[src/rtl/kt_pkg.sv]
// Shared types and load constants for the multi-slot kitchen-timer scheduler.
// Pure declarations: no latency, no flow control.
package kt_pkg;

    typedef enum logic [1:0] {
        IDLE    = 2'd0,
        RUN     = 2'd1,
        PAUSE   = 2'd2,
        EXPIRED = 2'd3
    } slot_state_t;

    typedef enum logic {
        A_IDLE = 1'b0,
        A_RING = 1'b1
    } arb_state_t;

    localparam logic [7:0] LOAD_1MIN = 8'd60;
    localparam logic [7:0] LOAD_2MIN = 8'd120;
    localparam logic [7:0] LOAD_3MIN = 8'd180;

endpackage

[src/rtl/kt_tick_gen.sv]
// Prescaler producing a one-cycle tick every TICK_DIV clocks.
// tick is combinational from the counter; free-running, no backpressure.
module kt_tick_gen #(
    parameter int TICK_DIV = 50_000_000
) (
    input  logic clk,
    input  logic reset_n,
    output logic tick
);

    localparam int CW = (TICK_DIV > 1) ? $clog2(TICK_DIV) : 1;

    logic [CW-1:0] cnt_q, cnt_d;

    always_comb begin
        tick  = (cnt_q == CW'(TICK_DIV - 1));
        cnt_d = tick ? '0 : cnt_q + CW'(1);
    end

    always_ff @(posedge clk or negedge reset_n) begin
        if (!reset_n) begin
            cnt_q <= '0;
        end else begin
            cnt_q <= cnt_d;
        end
    end

endmodule

[src/rtl/kt_slot_scheduler.sv]
// NUM_SLOTS countdown timers on a shared tick with a round-robin alarm arbiter.
// Commands act on the next edge; display is one cycle behind; no backpressure.
module kt_slot_scheduler
    import kt_pkg::*;
#(
    parameter int NUM_SLOTS   = 4,
    parameter int TICK_DIV    = 50_000_000,
    parameter int ALARM_TICKS = 5
) (
    input  logic                 clk,
    input  logic                 reset_n,
    input  logic                 start,
    input  logic                 stop,
    input  logic [1:0]           slot_sel,
    input  logic                 mode_1min,
    input  logic                 mode_2min,
    input  logic                 mode_3min,
    output logic                 alarm,
    output logic [1:0]           alarm_slot,
    output logic [NUM_SLOTS-1:0] busy,
    output logic [1:0]           minute,
    output logic [7:0]           second
);

    localparam int RW = $clog2(ALARM_TICKS + 1);

    logic                      tick;
    logic                      sel_vld, cmd_start, mode_ok;
    logic [7:0]                load_val;
    logic [NUM_SLOTS-1:0]      expired, release_slot;
    logic [NUM_SLOTS-1:0][7:0] rem_all;

    kt_tick_gen #(.TICK_DIV(TICK_DIV)) u_tick_gen (
        .clk     (clk),
        .reset_n (reset_n),
        .tick    (tick)
    );

    always_comb begin
        sel_vld   = (int'(slot_sel) < NUM_SLOTS);
        cmd_start = start & ~stop;
        mode_ok   = ({mode_3min, mode_2min, mode_1min} inside {3'b001, 3'b010, 3'b100});
        load_val  = mode_1min ? LOAD_1MIN : (mode_2min ? LOAD_2MIN : LOAD_3MIN);
    end

    for (genvar i = 0; i < NUM_SLOTS; i++) begin : g_slot
        slot_state_t st_q, st_d;
        logic [7:0]  rm_q, rm_d;
        logic        hit;

        assign hit = (slot_sel == 2'(i));

        always_comb begin
            st_d = st_q;
            rm_d = rm_q;
            case (st_q)
                IDLE: if (hit && cmd_start && mode_ok) begin
                    st_d = RUN;
                    rm_d = load_val;
                end
                RUN: if (hit && stop) begin
                    st_d = PAUSE;
                end else if (tick) begin
                    rm_d = rm_q - 8'd1;
                    if (rm_q == 8'd1) st_d = EXPIRED;
                end
                PAUSE: if (hit && stop) begin
                    st_d = IDLE;
                    rm_d = '0;
                end else if (hit && cmd_start) begin
                    st_d = RUN;
                end
                EXPIRED: if ((hit && stop) || release_slot[i]) begin
                    st_d = IDLE;
                    rm_d = '0;
                end
                default: begin
                    st_d = IDLE;
                    rm_d = '0;
                end
            endcase
        end

        always_ff @(posedge clk or negedge reset_n) begin
            if (!reset_n) begin
                st_q <= IDLE;
                rm_q <= '0;
            end else begin
                st_q <= st_d;
                rm_q <= rm_d;
            end
        end

        assign expired[i] = (st_q == EXPIRED);
        assign busy[i]    = (st_q != IDLE);
        assign rem_all[i] = rm_q;
    end

    arb_state_t          arb_q, arb_d;
    logic [1:0]          grant_q, grant_d, ptr_q, ptr_d;
    logic [RW-1:0]       ring_q, ring_d;
    logic [1:0]          rr_pick;
    logic                rr_found, ring_exit;
    logic [NUM_SLOTS-1:0] rot;
    logic [2:0]          sum;

    // Rotate so bit 0 is the slot at ptr; scanning downward leaves the nearest hit.
    always_comb begin
        rot      = NUM_SLOTS'({expired, expired} >> ptr_q);
        rr_pick  = '0;
        rr_found = 1'b0;
        sum      = '0;
        for (int k = NUM_SLOTS - 1; k >= 0; k--) begin
            if (rot[k]) begin
                sum = {1'b0, ptr_q} + 3'(k);
                if (sum >= 3'(NUM_SLOTS)) sum = sum - 3'(NUM_SLOTS);
                rr_pick  = sum[1:0];
                rr_found = 1'b1;
            end
        end
    end

    always_comb begin
        ring_exit = (arb_q == A_RING) &&
                    ((stop && slot_sel == grant_q) || !expired[grant_q] ||
                     (tick && ring_q == RW'(ALARM_TICKS - 1)));
        release_slot = ring_exit ? (NUM_SLOTS'(1) << grant_q) : '0;

        arb_d   = arb_q;
        grant_d = grant_q;
        ptr_d   = ptr_q;
        ring_d  = ring_q;
        case (arb_q)
            A_IDLE: if (rr_found) begin
                arb_d   = A_RING;
                grant_d = rr_pick;
                ring_d  = '0;
            end
            A_RING: if (ring_exit) begin
                arb_d = A_IDLE;
                ptr_d = (grant_q == 2'(NUM_SLOTS - 1)) ? 2'd0 : grant_q + 2'd1;
            end else if (tick) begin
                ring_d = ring_q + RW'(1);
            end
            default: arb_d = A_IDLE;
        endcase
    end

    always_ff @(posedge clk or negedge reset_n) begin
        if (!reset_n) begin
            arb_q   <= A_IDLE;
            grant_q <= '0;
            ptr_q   <= '0;
            ring_q  <= '0;
        end else begin
            arb_q   <= arb_d;
            grant_q <= grant_d;
            ptr_q   <= ptr_d;
            ring_q  <= ring_d;
        end
    end

    assign alarm      = (arb_q == A_RING);
    assign alarm_slot = alarm ? grant_q : 2'd0;

    logic [7:0] disp_rem;
    logic [1:0] minute_q, minute_d;
    logic [7:0] second_q, second_d;

    always_comb begin
        disp_rem = sel_vld ? rem_all[slot_sel] : 8'd0;
        minute_d = 2'(disp_rem / 8'd60);
        second_d = disp_rem % 8'd60;
    end

    always_ff @(posedge clk or negedge reset_n) begin
        if (!reset_n) begin
            minute_q <= '0;
            second_q <= '0;
        end else begin
            minute_q <= minute_d;
            second_q <= second_d;
        end
    end

    assign minute = minute_q;
    assign second = second_q;

endmodule
[config.mk]
export PLATFORM = sky130hd
export DESIGN_NAME = kt_slot_scheduler
export DESIGN_NICKNAME = d
export VERILOG_FILES = /design/src/rtl/kt_pkg.sv /design/src/rtl/kt_tick_gen.sv /design/src/rtl/kt_slot_scheduler.sv
export SDC_FILE = /design/constraint.sdc
export NUM_CORES = 1
export LEC_CHECK = 0
export ABC_AREA = 1
export BUFFER_PORTS_ARGS = -buffer_cell sky130_fd_sc_hd__buf_4
export CAP_MARGIN = 10
export CORE_MARGIN = 2
export CORE_UTILIZATION = 25
export DETAILED_ROUTE_END_ITERATION = 8
export PLACE_DENSITY = 0.5
export SYNTH_ARGS = -nofsm -noshare
export SYNTH_HDL_FRONTEND = slang
export SYNTH_SLANG_ARGS = --single-unit
[constraint.sdc]
create_clock -name clk -period 4.3 [get_ports clk]
set_input_delay 0.215 -clock clk [delete_from_list [all_inputs] [get_ports clk]]
set_output_delay 0.215 -clock clk [all_outputs]
set_load 0.01 [all_outputs]
* Yosys cells after proc, flatten, opt, wreduce, memory -nomap -nowiden *
Cells that the tools add are included.

word-level totals
  output and inout bits = 17
  word-level logic and storage cells = 231
  register bits = 84
  input bits = 9

cells by class
  bitwise operators = 3
  shift-type cells = 2
  reductions and logical operators = 43
  eq/ne operators = 61
  $lt $le $gt $ge = 6
  add/sub/neg operators = 14
  div/mod/pow operators = 2
  multiplexer cells = 85

operator list
  cell                   count
  $mux 8                 23
  $pmux 8 s4             4
  $mux 2                 38
  $reduce_and 5->1       8
  $ne 2x2->1 const B     19
  $ne 3x3->1 const B     12
  $eq 8x1->1 const B     4
  $pmux 2 s4             4
  $sub 8x1->8 const B    4
  $add 26x1->26 const B  1
  $eq 26x26->1 const B   1
  $mux 26                1
  $eq 2x2->1 const B     11
  $bmux 8 s2             1
  $logic_and 1x1->1      15
  $eq 2x1->1 const B     5
  $logic_not 2->1        5
  $ge 3x3->1 const B     3
  $mux 3                 3
  $div 8x6->8 const B    1
  $mod 8x6->8 const B    1
  $ne 2x1->1 const B     4
  $reduce_bool 2->1      4
  $shr 8x2->4            1
  other kinds (24)       43

* Longest topological paths before layout *
Gate-level depths: netlist of run 1.

  word-level depth = 11
  mapped depth = 15
  depth with buffers taken out = 15

* By module *
A second synthesis of run 1 with hierarchy kept.

second synthesis, totals
  cells, all modules = 854
  area total of the unflattened synthesis = 5930.7 sq um

modules (own cells, without submodules)
  module             instances  cells an instance  area each (sq um)  sequential area each (sq um)
  kt_slot_scheduler  1          640                4410.5             1451.4
  kt_tick_gen        1          214                1520.2             650.6

* Worst setup path before layout of run 1 *
OpenSTA, ideal clock, no wires.

  path type = register to register
  start point = register u_tick_gen.cnt_q[0]
  end point = register g_slot[1].rm_q[5]
  library setup time = 0.121 ns
  data required time = 4.179 ns
  buffers on the path = 1
  stages on the path, launching flop included = 14
  data arrival time = 1.776 ns
  slack = 2.403 ns
  period minus slack after synthesis = 1.897 ns
  cells stage by stage = dfrtp_1 > ha_1 > nand2_1 > nor2_2 > nand2_1 > nor3_2 > nand3_1 > nand2_1 > nand2_2 > o21bai_4 > nand2_1 > buf_4 > nand2_1 > o21ai_2

on the way
  word-level cells in the longest chain between the ends = 8
  elaborated cells on any way between the ends = 9
  classes of those cells = eq/ne: 3; mux: 1; reduce/logical: 5

ends and longest elaborated chain
  element                       line                      source
  from (decl)                   kt_tick_gen.sv:13         logic [CW-1:0] cnt_q, cnt_d;
  from (signal assigned)        kt_tick_gen.sv:24         cnt_q <= cnt_d;
  $eq 26x26->1 *                kt_tick_gen.sv:16         tick = (cnt_q == CW'(TICK_DIV - 1));
  $logic_and 1x1->1             kt_slot_scheduler.sv:126  (tick && ring_q == RW'(ALARM_TICKS - 1)));
  $logic_or 1x1->1              kt_slot_scheduler.sv:125  ((stop && slot_sel == grant_q) || !expired[grant_q] ||
  $logic_and 1x1->1             kt_slot_scheduler.sv:124  ring_exit = (arb_q == A_RING) &&
  $mux 4                        kt_slot_scheduler.sv:127  release_slot = ring_exit ? (NUM_SLOTS'(1) << grant_q) : '0;
  $logic_or 1x1->1              kt_slot_scheduler.sv:73   EXPIRED: if ((hit && stop) || release_slot[i]) begin
  $ne 2x1->1 (no line)          --
  $reduce_and 5->1 (no line) *  --
  to (signal assigned)          kt_slot_scheduler.sv:90   rm_q <= rm_d;
  to (decl)                     kt_slot_scheduler.sv:48   logic [7:0] rm_q, rm_d;

Every way passes the cells marked *; elsewhere a longest branch is shown, timed or not.
A chain may end at the register's enable or synchronous reset.

* Worst setup path after layout of run 1 *
  start point = register u_tick_gen.cnt_q[0]
  end point = register g_slot[3].rm_q[0]

on the way
  word-level cells in the longest chain between the ends = 8
  elaborated cells on any way between the ends = 9
  classes of those cells = eq/ne: 3; mux: 1; reduce/logical: 5

ends and longest elaborated chain
  element                       line
  $eq 26x26->1 *                kt_tick_gen.sv:16
  $logic_and 1x1->1             kt_slot_scheduler.sv:126
  $logic_or 1x1->1              kt_slot_scheduler.sv:125
  $logic_and 1x1->1             kt_slot_scheduler.sv:124
  $mux 4                        kt_slot_scheduler.sv:127
  $logic_or 1x1->1              kt_slot_scheduler.sv:73
  $ne 2x1->1 (no line)          --
  $reduce_and 5->1 (no line) *  --
  to (signal assigned)          kt_slot_scheduler.sv:90
  to (decl)                     kt_slot_scheduler.sv:48

Marked as above.

==> results.py, run 1 <==
metrics = {
    "cells_and_area": {
        "fin_nets": 895,
        "fillers": 2527,
        "final_area_sq_um": 6630,
        "stdcell_count": 1188,
        "seq_area_sq_um": 2100,
        "multi_input_comb_area_sq_um": 3190,
        "diodes": 0,
        "drive_gt1_share_pct": 9.71,
        "syn2layout_area_growth_pct": 13.8,
        "utilization_pct": 29.1,
    },
    "grt": {
        "grt_max_degree": 45,
        "antenna_found_initial": 0,
        "grt.overflow.total": 0,
        "grt_use_total_pct": 13.6,
        "grt_pass1_wl_um": 26600,
        "grt_pass1_vias": 5180,
    },
    "clock_tree": {
        "path_clk_slew_ns": 0.06,
        "ctsHtreeMaxLevel": 3,
        "postCtsSetupBuffers": 0,
        "cts_resized": 0,
        "cts_buffers": 9,
        "ctsHoldBuffers": 1,
        "clk_latency_ns": 0.35,
        "cts_root_buf": "clkbuf_16",
        "cts_tree": "yes",
        "clockBufferDepth": 2,
        "clock_sinks": 84,
    },
    "critical_path": {
        "crit_chain": "ha_1, nand2_1, nor2_2, nand2_1, nor3_2, nand2_1, inv_1, o21ai_0, nor2_2, nand2_1, nand2_1, o21ai_2",
        "path_class": "reg -> reg",
        "critPathCaptureType": "flip-flop",
        "worst_setup_path_start_kind": "flip-flop",
        "timing.rr.start": "u_tick_gen.cnt_q[0]",
        "critPathMaxStageDelay_ns": 0.39,
        "cp.required_ns": 4.53,
        "cp.arrival_ns": 2.85,
        "critPathLaunch": "u_tick_gen.cnt_q[0]",
        "worstPathMaxFanout": 14,
        "worst_path_most_repeated_cell": "nand2_1",
        "critical-path-slowest-cell": "dfrtp_1",
    },
    "placement": {
        "port_buffers": 25,
        "place_inst": 1172,
        "post-dp-hpwl_um": 12100,
        "gp_congestion": 0.873,
        "placed_cell_area_sq_um": 6340,
        "place_ws_ns": 1.63,
    },
    "pwr": {
        "pwr_density_cell_nw_per_um2": 638,
        "power_leakage_nw": 3.30,
        "irDropWorstVdd_uv": 212,
    },
    "timing": {
        "fin_crit_ns": 2.62,
        "tightest_slew_ns": 0.677,
        "drv_slew": 0,
        "max-slew-margin-rel_pct": 54.2,
        "post-route-period-util_pct": 61.0,
        "setup_slack_ns": 1.68,
        "tns_ns": 0,
        "hold_viol_final": 0,
        "rsz0062_at_grt": "no",
        "max_freq_mhz": 381,
        "clock_skew_ns": 0.00588,
        "final-setup-viol-count": 0,
    },
    "die": {
        "row_count": 55,
        "die_h_um": 157,
        "dieArea_sq_um": 24500,
        "dieWidth_um": 157,
        "io_pins": 26,
        "start_util_pct": 25.6,
        "coreArea_sq_um": 22800,
    },
    "synth": {
        "async_flop_share_pct": 100,
        "synth_xor_area_share_pct": 2.56,
        "synth_top_area_cell": "dfrtp_1",
        "ys_types": 44,
        "yosysSeqAreaShare_pct": 36.1,
        "synthTopCellsByArea": "dfrtp_1 36%, nand2_1 15%, inv_1 7.5%, nand3_1 7.0%, nor2_1 5.1%",
        "synth.area.mux_share_pct": 0,
        "synthSimpleGateAreaFrac_pct": 36.8,
        "synth_top_family_by_area": "simple AND/OR/NAND/NOR gates",
        "yosys_warnings": 0,
        "synth_top_area_share_pct": 36.1,
        "synth_flop_cell": "dfrtp_1",
        "synthCells": 843,
        "synth_compound_area_share_pct": 12.1,
        "synth-edff-count": 0,
        "synth-seq-cells": 84,
        "synth.avg_cell_area_sq_um": 6.91,
        "syn-cell-area_sq_um": 5820,
        "synth-adder-area-share_pct": 3.22,
    },
    "routing": {
        "routedWlPerCell_um": 13.2,
        "num_vias": 5451,
        "vias_per_cell": 4.59,
        "dr.pass1.iters": 5,
        "routed_wirelength_um": 15700,
        "postRouteAntennaNets": 0,
        "first_iter_violations": 397,
        "post-route-drc-count": 0,
    },
    "run_status": {
        "status": "finished clean",
    },
    "run": {
        "drv_cap": 0,
    },
    "hold_path": {
        "hp-start": "slot_sel[0]",
        "hold_path_class": "in -> reg",
    },
}
logic make-up (layout without fill, tap and decap cells):
group / after synthesis / count (layout)
xor gates and xnor gates: 17 / 17
AOI/OAI and AO/OA: 120 / 120
buffers and inverters: 132 / 163
other: 1 / 2
DFF: 84 / 84
adders and majority gates: 15 / 15
and+or+nand+nor: 474 / 474
sequential cells by signal, summed over array words and instances, names as in the netlist:
signal	cells
ring_q	3
ptr_q	2
g_slot.st_q	8
alarm	1
g_slot.rm_q	32
minute	2
second	8
u_tick_gen.cnt_q	26
grant_q	2
critical path: cells and delay by family (launching register included):
family                     cells  cell delay, ns
and+or+nand+nor                8            1.29
DFF                            1            0.39
buffers and inverters          1            0.39
AOI/OAI and AO/OA              2            0.23
adders and majority gates      1            0.19
path summary, 6_finish.rpt:
| path | end | slack [ns] | cells after the start |
|---|---|---|---|
| worst max-delay path | g_slot[3].rm_q[0] | 1.68 | 12 |
| worst min-delay path | second[0] | 0.38 | 3 |
| worst max register to register | g_slot[3].rm_q[0] | 1.68 | 12 |
| worst min register to register | u_tick_gen.cnt_q[0] | 0.49 | 1 |
| max in group asynchronous | g_slot[3].rm_q[6] | 2.90 | 3 |
| min in group asynchronous | second[6] | 0.41 | 2 |
cell type report:
class                      instances  share of cell area (%)
multi-input combinational        628                    48.2
clock inverter                     4                   0.378
inverter                         120                    6.80
clock buffer                      11                    3.81
sequential                        84                    31.7
timing repair buffer              28                    3.21
tap                              313                    5.91
per-stage QoR:
stage,hold slack (ns),power [mW]
after detailed placement,0.268,3.49
after CTS,0.365,4.25
after global placement,0.258,3.48
final,0.378,4.23
after global routing,0.393,4.65
after floorplan,-0.0806,2.92
Yosys cell counts, types with 2 or more instances:
| library cell | n |
|---|---|
| nand2_1 | 229 |
| inv_1 | 117 |
| dfrtp_1 | 84 |
| nand3_1 | 82 |
| nor2_1 | 79 |
| o21ai_0 | 53 |
| a21oi_1 | 27 |
| nand4_1 | 24 |
| nor3_1 | 19 |
| ha_1 | 15 |
| xor2_1 | 12 |
| nand2_2 | 8 |
| o21ai_2 | 8 |
| nor2_2 | 7 |
| nand2_4 | 6 |
| nor4_1 | 6 |
| o22ai_1 | 6 |
| a31oi_1 | 5 |
| nor2_4 | 5 |
| o21ai_1 | 5 |
| xnor2_1 | 5 |
| buf_2 | 4 |
| buf_4 | 3 |
| buf_6 | 3 |
| inv_2 | 3 |
| o21a_1 | 3 |
| a22oi_1 | 2 |
| a32o_1 | 2 |
| clkbuf_1 | 2 |
| nor4b_1 | 2 |
| o2111ai_1 | 2 |
| o31ai_1 | 2 |
| or2_2 | 2 |
where the power goes:
part | switching (mW) | internal, mW
combinational | 1.44 | 0.762
sequential | 0.273 | 1.02
clock | 0.322 | 0.418
cells in the final DEF (no fill, tap or decap), types with 3 or more instances in the layout:
master / netlist / final
a21oi_1: 27 / 27
a31oi_1: 5 / 5
buf_4: 3 / 27
clkbuf_16: 0 / 9
dfrtp_1: 84 / 84
ha_1: 15 / 15
inv_1: 117 / 117
inv_2: 3 / 3
nand2_1: 229 / 229
nand2_2: 8 / 8
nand2_4: 6 / 6
nand3_1: 82 / 82
nand4_1: 24 / 24
nor2_1: 79 / 79
nor2_2: 7 / 7
nor2_4: 5 / 5
nor3_1: 19 / 19
nor4_1: 6 / 6
o21a_1: 3 / 3
o21ai_0: 53 / 53
o21ai_1: 5 / 5
o21ai_2: 8 / 8
o22ai_1: 6 / 6
xnor2_1: 5 / 5
xor2_1: 12 / 12
metal layers:
metal / global-route usage, % / wire [um] / vias to the layer above
met1: 19.4 / 7800 / 2481
met3: 1.44 / 638 / 20
met4: 5.77 / 359 / 0
met5: 0 / 0 / -
li1: - / - / 2812
met2: 21.0 / 6940 / 138
Power figures use the tool's default switching activity.
==> inputs of run 2 (changes only) <==
--- a/config.mk
+++ b/config.mk
@@ -5,7 +5,7 @@
 export SDC_FILE = /design/constraint.sdc
 export NUM_CORES = 1
 export LEC_CHECK = 0
-export ABC_AREA = 1
+export ABC_AREA = 0
 export BUFFER_PORTS_ARGS = -buffer_cell sky130_fd_sc_hd__buf_4
 export CAP_MARGIN = 10
 export CORE_MARGIN = 2
==> constraint.sdc (replaced) <==
create_clock -name clk -period 2.6 [get_ports clk]
set_input_delay 0.13 -clock clk [delete_from_list [all_inputs] [get_ports clk]]
set_output_delay 0.13 -clock clk [all_outputs]
set_load 0.01 [all_outputs]
==> run 2 against run 1 <==
Via count is 21% lower. Critical path depth is 6 lower. Synthesized cell count fell by 31%. Design area is 3.9% lower. Clock skew up 0.0050 ns. Sequential power is 67% higher. Core utilization up 1.2 points. Worst setup slack got worse by 1.6 ns.
==> results.py, run 2 <==
metrics = {
    "run_status": {
        "status": "finished clean",
    },
    "timing": {
        "drv_slew": 0,
        "hold_viol_final": 0,
        "clock_skew_ns": 0.0109,
        "max_freq_mhz": 401,
        "post-route-period-util_pct": 96.0,
        "tightest_slew_ns": 0.509,
        "fin_crit_ns": 2.50,
        "max-slew-margin-rel_pct": 65.8,
        "setup_slack_ns": 0.104,
        "final-setup-viol-count": 0,
        "holdWs_ns": 0.234,
    },
    "hold_path": {
        "hold_end": "g_slot[2].st_q[0]",
        "hold_path_class": "in -> reg",
        "hp-start": "stop",
        "hold_depth": 4,
    },
    "grt": {
        "grt_pass1_vias": 4165,
        "grt.overflow.total": 0,
        "grt_pass1_wl_um": 22500,
        "grt_max_degree": 50,
        "antenna_found_initial": 0,
        "grt_use_total_pct": 12.8,
    },
    "placement": {
        "post-dp-hpwl_um": 10200,
        "port_buffers": 25,
        "gp_congestion": 0.842,
        "place_ws_ns": 0.0735,
    },
    "cells_and_area": {
        "largest_register": "g_slot.rm_q",
        "diodes": 0,
        "layout_common_cells": "84 x dfrtp_1, 65 x nor2_1, 56 x nand2_1, 51 x buf_4, 40 x o21ai_0",
        "syn2layout_area_growth_pct": 19.0,
        "reg_top3": "g_slot.rm_q x32, u_tick_gen.cnt_q x26",
        "largest_reg_flops": 32,
        "drive_gt1_share_pct": 18.3,
        "fin_nets": 646,
        "layout_commonest_cell": "dfrtp_1",
        "utilization_pct": 30.3,
    },
    "synth": {
        "synth-edff-count": 0,
        "synthCells": 581,
        "syn-cell-area_sq_um": 5350,
        "ys_top_cells_by_count": "84 x dfrtp_1, 65 x nor2_1, 56 x nand2_1, 40 x o21ai_0, 28 x inv_1",
        "synthTopCellsByArea": "dfrtp_1 39%, nor2_1 4.6%, nand2_1 3.9%, mux4_2 3.8%, o21ai_0 3.7%",
        "yosysSeqAreaShare_pct": 39.3,
        "async_flop_share_pct": 100,
        "synth_top_area_share_pct": 39.3,
        "post-synth-top-count-cell": "dfrtp_1",
        "synth.avg_cell_area_sq_um": 9.21,
        "yosys_warnings": 0,
        "synth_top_area_cell": "dfrtp_1",
        "ys_types": 68,
        "synth_flop_cell": "dfrtp_1",
        "synth-seq-cells": 84,
    },
    "critical_path": {
        "critPathMaxStageDelay_ns": 0.58,
        "rrSetupSlack_ns": 0.10,
        "crit_chain": "or4b_4, nor4_4, nand4_4, a21o_2, a21o_1, mux2_4",
        "cpLargestDelayFamily": "simple AND/OR/NAND/NOR gates",
        "path_depth": 6,
        "cp.arrival_ns": 2.73,
        "critical-path-slowest-cell": "or4b_4",
        "worstPathMaxFanout": 8,
        "path_class": "reg -> reg",
        "critPathCaptureType": "flip-flop",
        "worst_setup_path_start_kind": "flip-flop",
        "path_buf_inv": 0,
        "timing.rr.start": "u_tick_gen.cnt_q[8]",
        "cp.required_ns": 2.83,
        "worstRegToRegCells": 6,
        "timing.rr.end": "g_slot[3].rm_q[7]",
    },
    "routing": {
        "post-route-drc-count": 0,
        "routedWlPerCell_um": 15.2,
        "vias_per_cell": 4.78,
        "dr.pass1.iters": 5,
        "first_iter_violations": 395,
        "routed_wirelength_um": 13700,
        "postRouteAntennaNets": 0,
        "num_vias": 4313,
    },
    "die": {
        "row_count": 53,
        "coreArea_sq_um": 21000,
        "die_h_um": 150,
        "io_pins": 26,
        "dieWidth_um": 150,
        "start_util_pct": 25.5,
        "dieArea_sq_um": 22600,
    },
    "clock_tree": {
        "clockBufferDepth": 2,
        "cts_tree": "yes",
        "cts_buffers": 9,
        "postCtsSetupBuffers": 0,
        "path_clk_slew_ns": 0.06,
        "cts_root_buf": "clkbuf_16",
        "clk_latency_ns": 0.35,
        "ctsHtreeMaxLevel": 3,
        "clock_sinks": 84,
    },
    "pwr": {
        "power_leakage_nw": 2.76,
        "pwr_density_cell_nw_per_um2": 1040,
        "irDropWorstVdd_uv": 283,
    },
    "run": {
        "drv_cap": 0,
    },
}
## run 2: cells by family after synthesis
logic type / share of synthesized area (%)
XOR/XNOR: 6.55
multiplexers: 8.00
AO/OA/AOI/OAI: 16.4
AND/OR/NAND/NOR: 21.3
buffers and inverters: 4.00
adder cells (fa/ha/maj): 4.44
flip-flops: 39.3
other: 0.0701
## run 2: power breakdown
group	internal (mW)	switching [mW]
Sequential	1.70	0.460
Clock	0.991	0.544
Combinational	1.37	1.58
## run 2: worst reg2reg max path, delay by kind of cell (launching register included)
family / cells / cell delay [ns]
simple gates: 3 / 1.08
mux: 1 / 0.34
compound gates: 2 / 0.58
flops: 1 / 0.38
## run 2: stage by stage
stage          setup TNS [ns]  instances  cell area (sq um)  total power, mW
6_report                    0        902               6370             6.65
5_1_grt              -0.00473        902               6370             7.17
4_1_cts                     0        902               6350             6.68
3_5_place_dp                0        885               5990             5.13
3_3_place_gp                0        885               5990             5.13
2_1_floorplan               0        582               5360             4.17
## run 2: how the worst max path moves through the flow
| stage | to | slack [ns] | start |
|---|---|---|---|
| after floorplan | g_slot[3].rm_q[0] | 0.24 | u_tick_gen.cnt_q[8] |
| after global placement | g_slot[3].rm_q[1] | 0.13 | u_tick_gen.cnt_q[8] |
| after detailed placement | g_slot[0].rm_q[7] | 0.07 | u_tick_gen.cnt_q[8] |
| after CTS | g_slot[0].rm_q[7] | 0.06 | u_tick_gen.cnt_q[8] |
| after global routing | g_slot[3].rm_q[0] | -0.002 | u_tick_gen.cnt_q[8] |
| final | g_slot[3].rm_q[7] | 0.10 | u_tick_gen.cnt_q[8] |
## run 2: per-layer routing
metal	up-vias	share of wire, %	track usage [%]
met5	-	0	0
met4	0	1.9	4.62
met3	15	4.7	2.76
met2	99	44	19.0
met1	2044	49	18.3
li1	2155	-	-
## run 2: final cells by class
| cell class | instances | area (sq um) |
|---|---|---|
| clock buffer | 12 | 256 |
| clock inverter | 4 | 95.1 |
| fill | 2161 | 14700 |
| inverter | 28 | 105 |
| multi-input combinational | 446 | 3050 |
| sequential | 84 | 2100 |
| tap | 275 | 344 |
| timing repair buffer | 53 | 413 |
## run 2: repair_timing
action / CTS / global route
hold buffers: 1 / 0
hold endpoints to repair: 35 / 0
resized for setup: 0 / 2
setup endpoints to repair: 0 / 16
==> inputs of run 3 (changes only) <==
--- a/config.mk
+++ b/config.mk
@@ -10,6 +10,7 @@
 export CAP_MARGIN = 10
 export CORE_MARGIN = 2
 export CORE_UTILIZATION = 25
+export CTS_BUF_LIST = sky130_fd_sc_hd__clkbuf_16
 export DETAILED_ROUTE_END_ITERATION = 8
 export PLACE_DENSITY = 0.5
 export SYNTH_ARGS = -nofsm -noshare
==> run 3 against run 2 <==
Via count is the same. Critical path depth stayed put. Design area is 0.31% lower. Count of clock-buffer cells in the layout fell by 3. Clock skew barely moved. Sequential power about the same. Combinational power is essentially flat. Critical endpoint unchanged.
==> results.py, run 3 (synthesis gave the netlist of run 2 again) <==
metrics = {
    "run_status": {
        "status": "finished clean",
    },
    "cells_and_area": {
        "layout_common_cells": "84 x dfrtp_1, 65 x nor2_1, 56 x nand2_1, 51 x buf_4, 40 x o21ai_0",
        "diodes": 0,
        "final_area_sq_um": 6350,
        "layout_commonest_cell": "dfrtp_1",
        "seq_area_sq_um": 2100,
        "fin_nets": 646,
        "syn2layout_area_growth_pct": 18.6,
        "drive_gt1_share_pct": 18.0,
        "fillers": 2163,
        "multi_input_comb_area_sq_um": 3050,
        "largest_reg_flops": 32,
        "largest_register": "g_slot.rm_q",
        "reg_top3": "g_slot.rm_q x32, u_tick_gen.cnt_q x26",
    },
    "timing": {
        "final-setup-viol-count": 0,
        "max_freq_mhz": 401,
        "hold_viol_final": 0,
        "tns_ns": 0,
        "clock_skew_ns": 0.0109,
        "post-route-period-util_pct": 95.9,
        "fin_crit_ns": 2.49,
        "tightest_slew_ns": 0.509,
        "max-slew-margin-rel_pct": 65.8,
        "drv_slew": 0,
    },
    "critical_path": {
        "worstRegToRegCells": 6,
        "rrSetupSlack_ns": 0.11,
        "critPathCaptureType": "flip-flop",
        "crit_path_end": "g_slot[3].rm_q[7]",
        "critical-path-slowest-cell": "or4b_4",
        "critPathLaunch": "u_tick_gen.cnt_q[8]",
        "cp.required_ns": 2.83,
        "path_class": "reg -> reg",
        "critPathMaxStageDelay_ns": 0.58,
        "cp.arrival_ns": 2.72,
        "crit_chain": "or4b_4, nor4_4, nand4_4, a21o_2, a21o_1, mux2_4",
        "timing.rr.start": "u_tick_gen.cnt_q[8]",
        "worst_setup_path_start_kind": "flip-flop",
        "timing.rr.end": "g_slot[3].rm_q[7]",
        "worstPathMaxFanout": 8,
    },
    "clock_tree": {
        "clk_latency_ns": 0.35,
        "clock_sinks": 84,
        "cts_tree": "yes",
        "cts_root_buf": "clkbuf_16",
        "clockBufferDepth": 2,
        "cts_buffers": 9,
        "ctsHtreeMaxLevel": 3,
        "path_clk_slew_ns": 0.06,
    },
    "routing": {
        "routed_wirelength_um": 13700,
        "post-route-drc-count": 0,
        "num_vias": 4313,
        "first_iter_violations": 395,
        "vias_per_cell": 4.78,
        "dr.pass1.iters": 5,
        "routedWlPerCell_um": 15.2,
        "postRouteAntennaNets": 0,
    },
    "grt": {
        "grt_max_degree": 50,
        "grt_pass1_wl_um": 22500,
        "grt_pass1_vias": 4165,
        "antenna_found_initial": 0,
        "grt.overflow.total": 0,
        "grt_use_total_pct": 12.8,
    },
    "pwr": {
        "p_total_mw": 6.58,
        "pwr_density_cell_nw_per_um2": 1040,
        "power_leakage_nw": 2.76,
        "irDropWorstVdd_uv": 283,
    },
    "die": {
        "dieArea_sq_um": 22600,
        "row_count": 53,
        "die_h_um": 150,
        "coreArea_sq_um": 21000,
        "io_pins": 26,
        "start_util_pct": 25.5,
        "dieWidth_um": 150,
    },
    "run": {
        "drv_cap": 0,
    },
    "placement": {
        "gp_congestion": 0.842,
        "post-dp-hpwl_um": 10200,
        "placed_cell_area_sq_um": 5990,
        "port_buffers": 25,
    },
    "hold_path": {
        "hold_path_class": "in -> reg",
    },
}
==> run 3: worst min-delay path by stage <==
| stage | cells past startpoint | from | slack, ns | to |
|---|---|---|---|---|
| 4_1_cts | 4 | stop | 0.21 | g_slot[2].st_q[0] |
| 6_report | 4 | stop | 0.23 | g_slot[2].st_q[0] |
| 2_1_floorplan | 0 | reset_n | -0.17 | alarm |
| 3_3_place_gp | 1 | reset_n | 0.13 | second[6] |
| 3_5_place_dp | 1 | reset_n | 0.13 | second[6] |
| 5_1_grt | 4 | stop | 0.28 | g_slot[2].st_q[0] |
==> run 3: where the power goes <==
| group | leakage [nW] | switching [mW] | internal [mW] | total [mW] |
|---|---|---|---|---|
| combinational | 1.52 | 1.58 | 1.37 | 2.95 |
| sequential | 1.07 | 0.460 | 1.70 | 2.16 |
| clock | 0.166 | 0.540 | 0.927 | 1.47 |
==> run 3: layer usage <==
metal | share of wire, % | vias up | global-route usage (%)
met4 | 1.9 | 0 | 4.62
met3 | 4.3 | 15 | 2.76
met2 | 44 | 87 | 19.0
met1 | 50 | 2052 | 18.3
met5 | 0 | - | 0
li1 | - | 2159 | -
==> run 3: timing repair <==
action                                  in CTS  in global routing
hold buffers                                 1                  0
hold endpoints to repair                    35                  0
endpoints found under the setup margin       0                 16
gates resized for setup                      0                  2
buffers inserted                             0                  0
==> run 3: area by class of cell <==
cell class	count	share of cell area, %
Multi-Input combinational cell	446	48.1
Sequential cell	84	33.1
Timing Repair Buffer	53	6.51
Tap cell	275	5.42
Clock buffer	9	3.55
Clock inverter	7	1.68
Inverter	28	1.66
==> run 3: worst max-delay path, delay by kind of cell, from the launching register on <==
kind	cells	cell delay, ns
AO/OA/AOI/OAI	2	0.58
flip-flops	1	0.38
multiplexers	1	0.34
AND/OR/NAND/NOR	3	1.08
==> run 3: stage by stage <==
step                      worst slack, ns  hold WS [ns]  utilization [%]  cells
after floorplan                     0.244        -0.166                -    582
after global placement              0.127         0.129             28.5    885
after detailed placement           0.0735         0.128             28.5    885
after CTS                          0.0616         0.213             30.1    902
after global routing             -0.00358         0.277             30.2    902
final                               0.105         0.226             30.2    902
